[src/rtl/systolic_array_4x4_ctrl_pkg.sv]
// Shared types and constants for the 4x4 systolic array sequencer.
package systolic_array_4x4_ctrl_pkg;

    localparam int unsigned SA_N     = 4;
    localparam int unsigned SKEW_MAX = SA_N - 1;

    typedef enum logic [2:0] {
        ST_IDLE  = 3'd0,
        ST_FEED  = 3'd1,
        ST_DRAIN = 3'd2,
        ST_LOAD  = 3'd3,
        ST_DONE  = 3'd4
    } state_e;

endpackage

[src/rtl/systolic_array_4x4_ctrl_skew_delay_line.sv]
// DEPTH-stage shift register with asynchronous active-low clear; used for the row skew
// and for column seed timing.
module systolic_array_4x4_ctrl_skew_delay_line #(
    parameter int unsigned WIDTH = 16,
    parameter int unsigned DEPTH = 1
) (
    input  logic             i_clk,
    input  logic             i_rst,
    input  logic [WIDTH-1:0] i_d,
    output logic [WIDTH-1:0] o_q
);

    logic [WIDTH-1:0] r_stage [DEPTH];

    always_ff @(posedge i_clk or negedge i_rst) begin
        if (!i_rst) begin
            for (int unsigned i = 0; i < DEPTH; i++) begin
                r_stage[i] <= '0;
            end
        end else begin
            r_stage[0] <= i_d;
            for (int unsigned i = 1; i < DEPTH; i++) begin
                r_stage[i] <= r_stage[i-1];
            end
        end
    end

    assign o_q = r_stage[DEPTH-1];

endmodule

[src/rtl/systolic_array_4x4_ctrl.sv]
// Job sequencer for the 4x4 output-stationary systolic array: skews activations, waits out the
// wavefront drain, strobes result_ld. Define SA_CTRL_BIAS_EN to seed the north psums from i_bias_data.
module systolic_array_4x4_ctrl
    import systolic_array_4x4_ctrl_pkg::*;
#(
    parameter int unsigned DATA_WIDTH   = 16,
    parameter int unsigned K_W          = 8,
    parameter int unsigned DRAIN_CYCLES = 7
) (
    input  logic                         i_clk,
    input  logic                         i_rst,      // asynchronous, active low
    input  logic                         i_start,
    input  logic [K_W-1:0]               i_k_len,
    input  logic                         i_act_valid,
    input  logic [SA_N*DATA_WIDTH-1:0]   i_act_data,
    output logic                         o_act_ready,
`ifdef SA_CTRL_BIAS_EN
    input  logic [SA_N*2*DATA_WIDTH-1:0] i_bias_data,
`endif
    output logic [DATA_WIDTH-1:0]        o_fdi0,
    output logic [DATA_WIDTH-1:0]        o_fdi4,
    output logic [DATA_WIDTH-1:0]        o_fdi8,
    output logic [DATA_WIDTH-1:0]        o_fdi12,
    output logic [2*DATA_WIDTH-1:0]      o_rd0,
    output logic [2*DATA_WIDTH-1:0]      o_rd1,
    output logic [2*DATA_WIDTH-1:0]      o_rd2,
    output logic [2*DATA_WIDTH-1:0]      o_rd3,
    output logic                         o_result_ld,
    output logic                         o_busy,
    output logic                         o_done
);

    localparam int unsigned PSUM_W    = 2 * DATA_WIDTH;
    localparam int unsigned DRAIN_LEN = DRAIN_CYCLES + SKEW_MAX;
    localparam int unsigned DRAIN_W   = $clog2(DRAIN_LEN + 1);

    state_e               r_state;
    logic [K_W-1:0]       r_k_len;
    logic [K_W-1:0]       r_beat_cnt;
    logic [DRAIN_W-1:0]   r_drain_cnt;
    logic                 r_act_ready;
    logic                 r_result_ld;
    logic                 r_busy;
    logic                 r_done;

    logic                 w_accept;
    logic                 w_last_beat;
    logic [DATA_WIDTH-1:0] w_row_in [SA_N];
    logic [DATA_WIDTH-1:0] w_fdi    [SA_N];
    logic [PSUM_W-1:0]     w_rd     [SA_N];

    assign w_accept    = i_act_valid & r_act_ready;
    assign w_last_beat = (r_beat_cnt == r_k_len - K_W'(1));

    // Job sequencing; outputs change on the same edges as the state.
    always_ff @(posedge i_clk or negedge i_rst) begin
        if (!i_rst) begin
            r_state     <= ST_IDLE;
            r_k_len     <= '0;
            r_beat_cnt  <= '0;
            r_drain_cnt <= '0;
            r_act_ready <= 1'b0;
            r_result_ld <= 1'b0;
            r_busy      <= 1'b0;
            r_done      <= 1'b0;
        end else begin
            r_result_ld <= 1'b0;
            r_done      <= 1'b0;
            case (r_state)
                ST_IDLE: begin
                    if (i_start) begin
                        r_k_len    <= i_k_len;
                        r_beat_cnt <= '0;
                        if (i_k_len != '0) begin
                            r_state     <= ST_FEED;
                            r_act_ready <= 1'b1;
                            r_busy      <= 1'b1;
                        end else begin
                            r_state <= ST_DONE;
                            r_done  <= 1'b1;
                        end
                    end
                end
                ST_FEED: begin
                    if (w_accept) begin
                        if (w_last_beat) begin
                            r_state     <= ST_DRAIN;
                            r_act_ready <= 1'b0;
                            r_drain_cnt <= '0;
                        end else begin
                            r_beat_cnt <= r_beat_cnt + K_W'(1);
                        end
                    end
                end
                ST_DRAIN: begin
                    if (r_drain_cnt == DRAIN_W'(DRAIN_LEN - 1)) begin
                        r_state     <= ST_LOAD;
                        r_result_ld <= 1'b1;
                    end else begin
                        r_drain_cnt <= r_drain_cnt + DRAIN_W'(1);
                    end
                end
                ST_LOAD: begin
                    r_state <= ST_DONE;
                    r_busy  <= 1'b0;
                    r_done  <= 1'b1;
                end
                ST_DONE: begin
                    r_state <= ST_IDLE;
                end
                default: begin
                    r_state <= ST_IDLE;
                end
            endcase
        end
    end

    // Row r sees r extra stages; non-accepted cycles inject zeros so the array never stalls.
    for (genvar r = 0; r < SA_N; r++) begin : g_row
        assign w_row_in[r] = w_accept ? i_act_data[DATA_WIDTH*r +: DATA_WIDTH] : '0;

        systolic_array_4x4_ctrl_skew_delay_line #(
            .WIDTH (DATA_WIDTH),
            .DEPTH (r + 1)
        ) u_skew (
            .i_clk (i_clk),
            .i_rst (i_rst),
            .i_d   (w_row_in[r]),
            .o_q   (w_fdi[r])
        );
    end

`ifdef SA_CTRL_BIAS_EN
    logic [SA_N*PSUM_W-1:0] r_bias;
    logic                   w_first_beat;

    assign w_first_beat = w_accept & (r_beat_cnt == '0) & (r_state == ST_FEED);

    always_ff @(posedge i_clk or negedge i_rst) begin
        if (!i_rst) begin
            r_bias <= '0;
        end else if ((r_state == ST_IDLE) && i_start) begin
            r_bias <= i_bias_data;
        end
    end

    // Seed column j exactly when row 0's first beat reaches it.
    for (genvar j = 0; j < SA_N; j++) begin : g_seed
        logic [PSUM_W-1:0] w_seed_in;

        assign w_seed_in = w_first_beat ? r_bias[PSUM_W*j +: PSUM_W] : '0;

        systolic_array_4x4_ctrl_skew_delay_line #(
            .WIDTH (PSUM_W),
            .DEPTH (j + 1)
        ) u_seed (
            .i_clk (i_clk),
            .i_rst (i_rst),
            .i_d   (w_seed_in),
            .o_q   (w_rd[j])
        );
    end
`else
    for (genvar j = 0; j < SA_N; j++) begin : g_seed
        assign w_rd[j] = '0;
    end
`endif

    assign o_act_ready = r_act_ready;
    assign o_result_ld = r_result_ld;
    assign o_busy      = r_busy;
    assign o_done      = r_done;
    assign o_fdi0      = w_fdi[0];
    assign o_fdi4      = w_fdi[1];
    assign o_fdi8      = w_fdi[2];
    assign o_fdi12     = w_fdi[3];
    assign o_rd0       = w_rd[0];
    assign o_rd1       = w_rd[1];
    assign o_rd2       = w_rd[2];
    assign o_rd3       = w_rd[3];

endmodule

[config.mk]
export PLATFORM = sky130hd
export DESIGN_NAME = systolic_array_4x4_ctrl
export DESIGN_NICKNAME = d
export VERILOG_FILES = /design/src/rtl/systolic_array_4x4_ctrl_pkg.sv /design/src/rtl/systolic_array_4x4_ctrl_skew_delay_line.sv /design/src/rtl/systolic_array_4x4_ctrl.sv
export SDC_FILE = /design/constraint.sdc
export NUM_CORES = 1
export LEC_CHECK = 0
export CAP_MARGIN = 20
export CORE_MARGIN = 5
export CORE_UTILIZATION = 30
export CTS_CLUSTER_DIAMETER = 200
export CTS_CLUSTER_SIZE = 14
export DETAILED_ROUTE_END_ITERATION = 8
export PLACE_DENSITY_LB_ADDON = 0.1
export SLEW_MARGIN = 15
export SYNTH_ARGS = -nofsm -noshare
export SYNTH_HDL_FRONTEND = slang
export SYNTH_SLANG_ARGS = --single-unit
[constraint.sdc]
create_clock -name i_clk -period 2.2 [get_ports i_clk]
set_input_delay 0.44 -clock i_clk [delete_from_list [all_inputs] [get_ports i_clk]]
set_output_delay 0.44 -clock i_clk [all_outputs]
set_load 0.005 [all_outputs]
======== After elaboration in Yosys (flattened, before gate mapping) ========
Index checks and enable logic that the tools add are counted.
storage, ports and cells
  bits in registers ....................... 187
  input port bits ......................... 76
  output and inout port bits .............. 196
  word-level logic and storage cells ...... 74
operators by class
  add/subtract/negate cells ............... 3
  equality and inequality tests ........... 12
  muxes and demuxes ....................... 29
  bitwise logic cells ..................... 1
  reduce and logical (&&, ||, !) cells .... 11
operator list
  operator               number
  $mux W16               4
  $mux W8                3
  $pmux W8 S2            1
  $mux W3                5
  $ne A2 B2 Y1 const B   7
  $mux W4                3
  $pmux W3 S4            1
  $reduce_and A4 Y1      3
  $add A8 B1 Y8 const B  1
  $eq A8 B8 Y1           1
  $mux W1                8
  $pmux W4 S2            1
  $reduce_bool A8 Y1     1
  $sub A8 B1 Y8 const B  1
  $eq A3 B2 Y1 const B   2
  $pmux W1 S2            3
  $reduce_bool A2 Y1     3
  $reduce_and A5 Y1      1
  $add A4 B1 Y4 const B  1
  $eq A4 B4 Y1 const B   1
  $eq A3 B1 Y1 const B   1
  $logic_not A3 Y1       1
  $reduce_and A3 Y1      1
  $reduce_and A2 Y1      1
  $and A1 B1 Y1          1

======== Logic depth before layout (Yosys ltp) ========
  depth in word-level cells ............... 5
  gate-level depth with buffers ........... 9
  depth with buffers taken out ............ 8

======== Modules after synthesis ========
Synthesis repeated with hierarchy kept, for this count alone.
second synthesis, totals
  cell total of the unflattened synthesis .. 569
  area, all modules ....................... 7,324.5 um^2
by module, submodules not included
  module                                                      times used  cells an instance  area each (um^2)  seq. area each (um^2)
  systolic_array_4x4_ctrl                                     1           361                2,960.3           675.6
  systolic_array_4x4_ctrl_skew_delay_line at g_row[3].u_skew  1           80                 1,721.7           1,601.5
  systolic_array_4x4_ctrl_skew_delay_line at g_row[2].u_skew  1           64                 1,321.3           1,201.2
  systolic_array_4x4_ctrl_skew_delay_line at g_row[1].u_skew  1           48                 920.9             800.8
  systolic_array_4x4_ctrl_skew_delay_line at g_row[0].u_skew  1           16                 400.4             400.4

======== Worst setup path before layout ========
Ideal clock, no wire load.
  path kind ............................... reg-to-reg
  from .................................... register r_k_len[0]
  to ...................................... register r_drain_cnt[2]
  library setup time ...................... 0.131 ns
  arrival ................................. 1.930 ns
  required time ........................... 2.069 ns
  setup slack ............................. 0.139 ns
  cell stages (with the launch flop) ...... 9
  path buffers ............................ 0
  period minus slack after synthesis ...... 2.061 ns
  cell sequence ........................... dfrtp_1 -> inv_1 -> ha_1 -> nor3b_2 -> and3_1 -> o2111ai_2 -> a2111oi_4 -> a21oi_1 -> or3_1
on the way
  cells in the longest elaborated chain, start to end .. 4
ends and longest elaborated chain
  what                                RTL line                        text
  from (decl)                         systolic_array_4x4_ctrl.sv:38   logic [K_W-1:0] r_k_len;
  from (signal assigned)              systolic_array_4x4_ctrl.sv:72   r_k_len <= i_k_len;
  $sub A8 B1 Y8                       systolic_array_4x4_ctrl.sv:53   assign w_last_beat = (r_beat_cnt == r_k_len - K_W'(1));
  $eq A8 B8 Y1                        systolic_array_4x4_ctrl.sv:53
  $ne A2 B2 Y1 (no source line)       --
  $reduce_and A4 Y1 (no source line)  --
  to (signal assigned)                systolic_array_4x4_ctrl.sv:100  r_drain_cnt <= r_drain_cnt + DRAIN_W'(1);
  to (decl)                           systolic_array_4x4_ctrl.sv:40   logic [DRAIN_W-1:0] r_drain_cnt;
No other way between the ends.
A chain may end at the register's enable or synchronous reset.

======== Worst setup path in the final report ========
  from .................................... register r_k_len[1]
  to ...................................... register r_drain_cnt[2]
Same word-level chain as after synthesis.

==> results.md <==
* Min Tclk post-route at 2147 ps
* Total gr overflow at 0
* Die height at 167.5 um
* Sequential Power Share at 45.2%
* TritonCTS Buffers at 17
* Post-DP HPWL at 10.63 mm
* Slew headroom at 57.26%
* Layout cells sized above 1 at 10.33%
* Crit share post-route at 97.58%
* Antenna Nets Post-Route at 0
* Startpoint Class: flop
* Leakage at 4.523 nW
* Root Buffer: clkbuf_16
* Internal power at 6.765 mW
* Max Clock Skew at 10.12 ps
* Cell Area, Synth at 7442 um2
* Pwr Total at 9.820 mW
* Pin count of the biggest net entering global routing at 68
* Die Span X at 167.5 um
* Switching Share at 31.12%
* RSZ-0062 raised after global routing: true
* Drt pass-1 iters at 4
* Slew @ Worst Pin at 641.1 ps
* Die ar. at 28060 um2
* DR WL/cell at 14.63 um
* CTS sink count at 187
* Cells after DPL at 1012
* Max-cap check violation count at 0
* Clock share of power at 31.4%
* Final hold vios at 0
* Total vias in the final route at 4109
* Number of global-route vias before repair at 4373
* CTS max path bufs at 2
* Initial core utilization at 30.51%
* Initial DRC Count at 214
* Remaining DRCs at 0
* Critical path arrival at 2450 ps
* Reg2reg path depth at 8
* Clock Latency Late Sink at 420 ps
* Syn avg cell area at 12.49 um2
* FF+latch count, synth at 187
* Cts hold-fix bufs at 0
* Core Rows at 57
* Synth warnings at 0
* Core ar. at 24390 um2
* Fin Hold WS at 5.966 ps
* Final Max Tran Viols at 0
* Final setup margin at 53.23 ps
* Ports at 272
* Peak VDD IR at 548.6 uV
* Syn Inst Count at 596
* Kind of critical path: reg -> reg
* Synth area leader: dfrtp_1
* CP max FO at 3
* CTS tree: done
* CTS H-tree lvls at 4
* Non-filler cells, final at 1050
* Netlist cell types at 44
* Max Freq at 465.8 MHz
* Number of flops mapped to enable cells by yosys at 0
* Worst slack at placement at -23.77 ps
* HP Class: in -> async
* Post-synth ARST share at 100.0%
* Sequential area share after synthesis at 62.88%
* Setup crit end kind: flop
* Final nets at 793
* WL final at 15.36 mm
* Avg Vias per Cell at 3.913
* Global-route usage over all layers at 10.90%
* CP required at 2510 ps
* First-pass GRT wire length at 24.51 mm
* Largest cells by area after synthesis: dfrtp_1 (63%), buf_4 (18%), and3_1 (5.5%)
* Synth top area share at 62.88%
* Final setup fails at 0
* Dominant synthesized flop cell: dfrtp_1
* Logic pwr share at 23.3%
* Final core occ at 37.84%
* ANT cells at 0
* IO buf count at 143
* Psw at 3.056 mW
* Outcome: finished clean
* Placer Congestion at 0.7659
* Area delta synth->final at 24.01%
* Initial antenna violation count at 0
* PD cells at 1064 nW/um2
* Clock transition at path regs at 80 ps
final timing paths:
| check | startpoint | end | slack [ps] |
|---|---|---|---|
| worst max-delay path | r_k_len[1]$_DFFE_PN0P_ | r_drain_cnt[2]$_DFFE_PN0P_ | 50 |
| worst max register to register | r_k_len[1]$_DFFE_PN0P_ | r_drain_cnt[2]$_DFFE_PN0P_ | 50 |
| worst min-delay path | i_rst | g_row[2].u_skew.r_stage[23]$_DFF_PN0_ | 6 |
| min in group i_clk | g_row[3].u_skew.r_stage[37]$_DFF_PN0_ | g_row[3].u_skew.r_stage[21]$_DFF_PN0_ | 340 |
| max in group asynchronous | i_rst | g_row[3].u_skew.r_stage[28]$_DFF_PN0_ | 1550 |
| worst min register to register | g_row[3].u_skew.r_stage[37]$_DFF_PN0_ | g_row[3].u_skew.r_stage[21]$_DFF_PN0_ | 340 |
area by class of cell:
class / count / area, um2
tap: 324 / 405.4
fill: 2404 / 15160
multi-input combinational: 334 / 1866
clock buffer: 17 / 425.4
clock inverter: 15 / 190.2
sequential: 187 / 4681
inverter: 7 / 26.28
timing repair buffer: 166 / 1635
power groups by stage:
stage	sequential, mW	clock [mW]	combinational [mW]
after floorplan	4.39	0	1.53
after global placement	4.48	0	2.05
after detailed placement	4.51	0	2.09
after CTS	4.44	3.22	2.10
after global routing	4.53	3.37	2.55
final	4.44	3.09	2.29
placed cells by master, fill, tap and decap left out, types with 3 or more instances in the layout:
master / instances
dfrtp_1: 186
clkdlybuf4s50_1: 141
conb_1: 128
and3_1: 65
nand2_1: 39
buf_4: 19
clkbuf_16: 17
nor2_1: 10
a21oi_1: 8
xor2_1: 7
nand2b_1: 6
nand3_1: 6
o21ai_0: 6
mux2i_1: 6
inv_1: 5
clkinv_8: 5
o22ai_1: 4
nand4_1: 4
inv_8: 4
nor3_1: 3
o21ai_1: 3
a211oi_2: 3
ha_1: 3
state kept, by name (all words and copies together), names as in the netlist:
| name | count |
|---|---|
| r_beat_cnt | 8 |
| o_result_ld | 1 |
| o_busy | 1 |
| r_state | 3 |
| o_act_ready | 1 |
| g_row.u_skew.o_q | 64 |
| o_done | 1 |
| g_row.u_skew.r_stage | 96 |
| r_k_len | 8 |
| r_drain_cnt | 4 |
critical path: stages (launching register included):
cell and delay [ps]:
dfrtp_1 400, inv_2 80, ha_4 140, nor3b_4 210
and3_4 220, o2111ai_4 150, a2111oi_4 420, a21oi_1 100
or3_1 310
metrics by stage:
step | instance area [um2] | TNS (ps)
floorplan | 7919 | 0
global placement | 8502 | 0
detailed placement | 8502 | -23.77
CTS | 9117 | 0
global route | 9229 | -147.9
finish | 9229 | 0
cells in the mapped netlist (all sizes together) (6+ instances only):
cell,n
a21oi,9
buf,180
and3,66
dfrtp,187
xor2,7
mux2i,6
nand2,39
clkbuf,16
nand2b,6
nor2,11
nand3,6
o21ai,9
inv,7
kinds of logic after synthesis:
logic type / Yosys count / synth area share (%)
other: 1 / 0.05039
AO/OA/AOI/OAI: 33 / 3.514
buffers and inverters: 203 / 19.35
multiplexers: 6 / 0.8070
flip-flops: 187 / 62.88
XOR/XNOR: 9 / 1.059
AND/OR/NAND/NOR: 153 / 11.67
adder cells (fa/ha/maj): 4 / 0.6725
routing by layer:
layer	GRT usage (%)	routed length, um	up-vias
li1	-	-	1889
met1	13.69	6466	2069
met2	17.91	7612	135
met3	3.607	1069	16
met4	3.423	216	0
met5	0	0	-
timing repair:
| item | 4_1_cts | 5_1_grt |
|---|---|---|
| gates resized for setup | 0 | 13 |
| pin swaps | 1 | 7 |
| buffers inserted | 0 | 5 |
| endpoints found under the setup margin | 1 | 13 |
| gates cloned | 0 | 1 |
(Power assumes the default switching activity.)
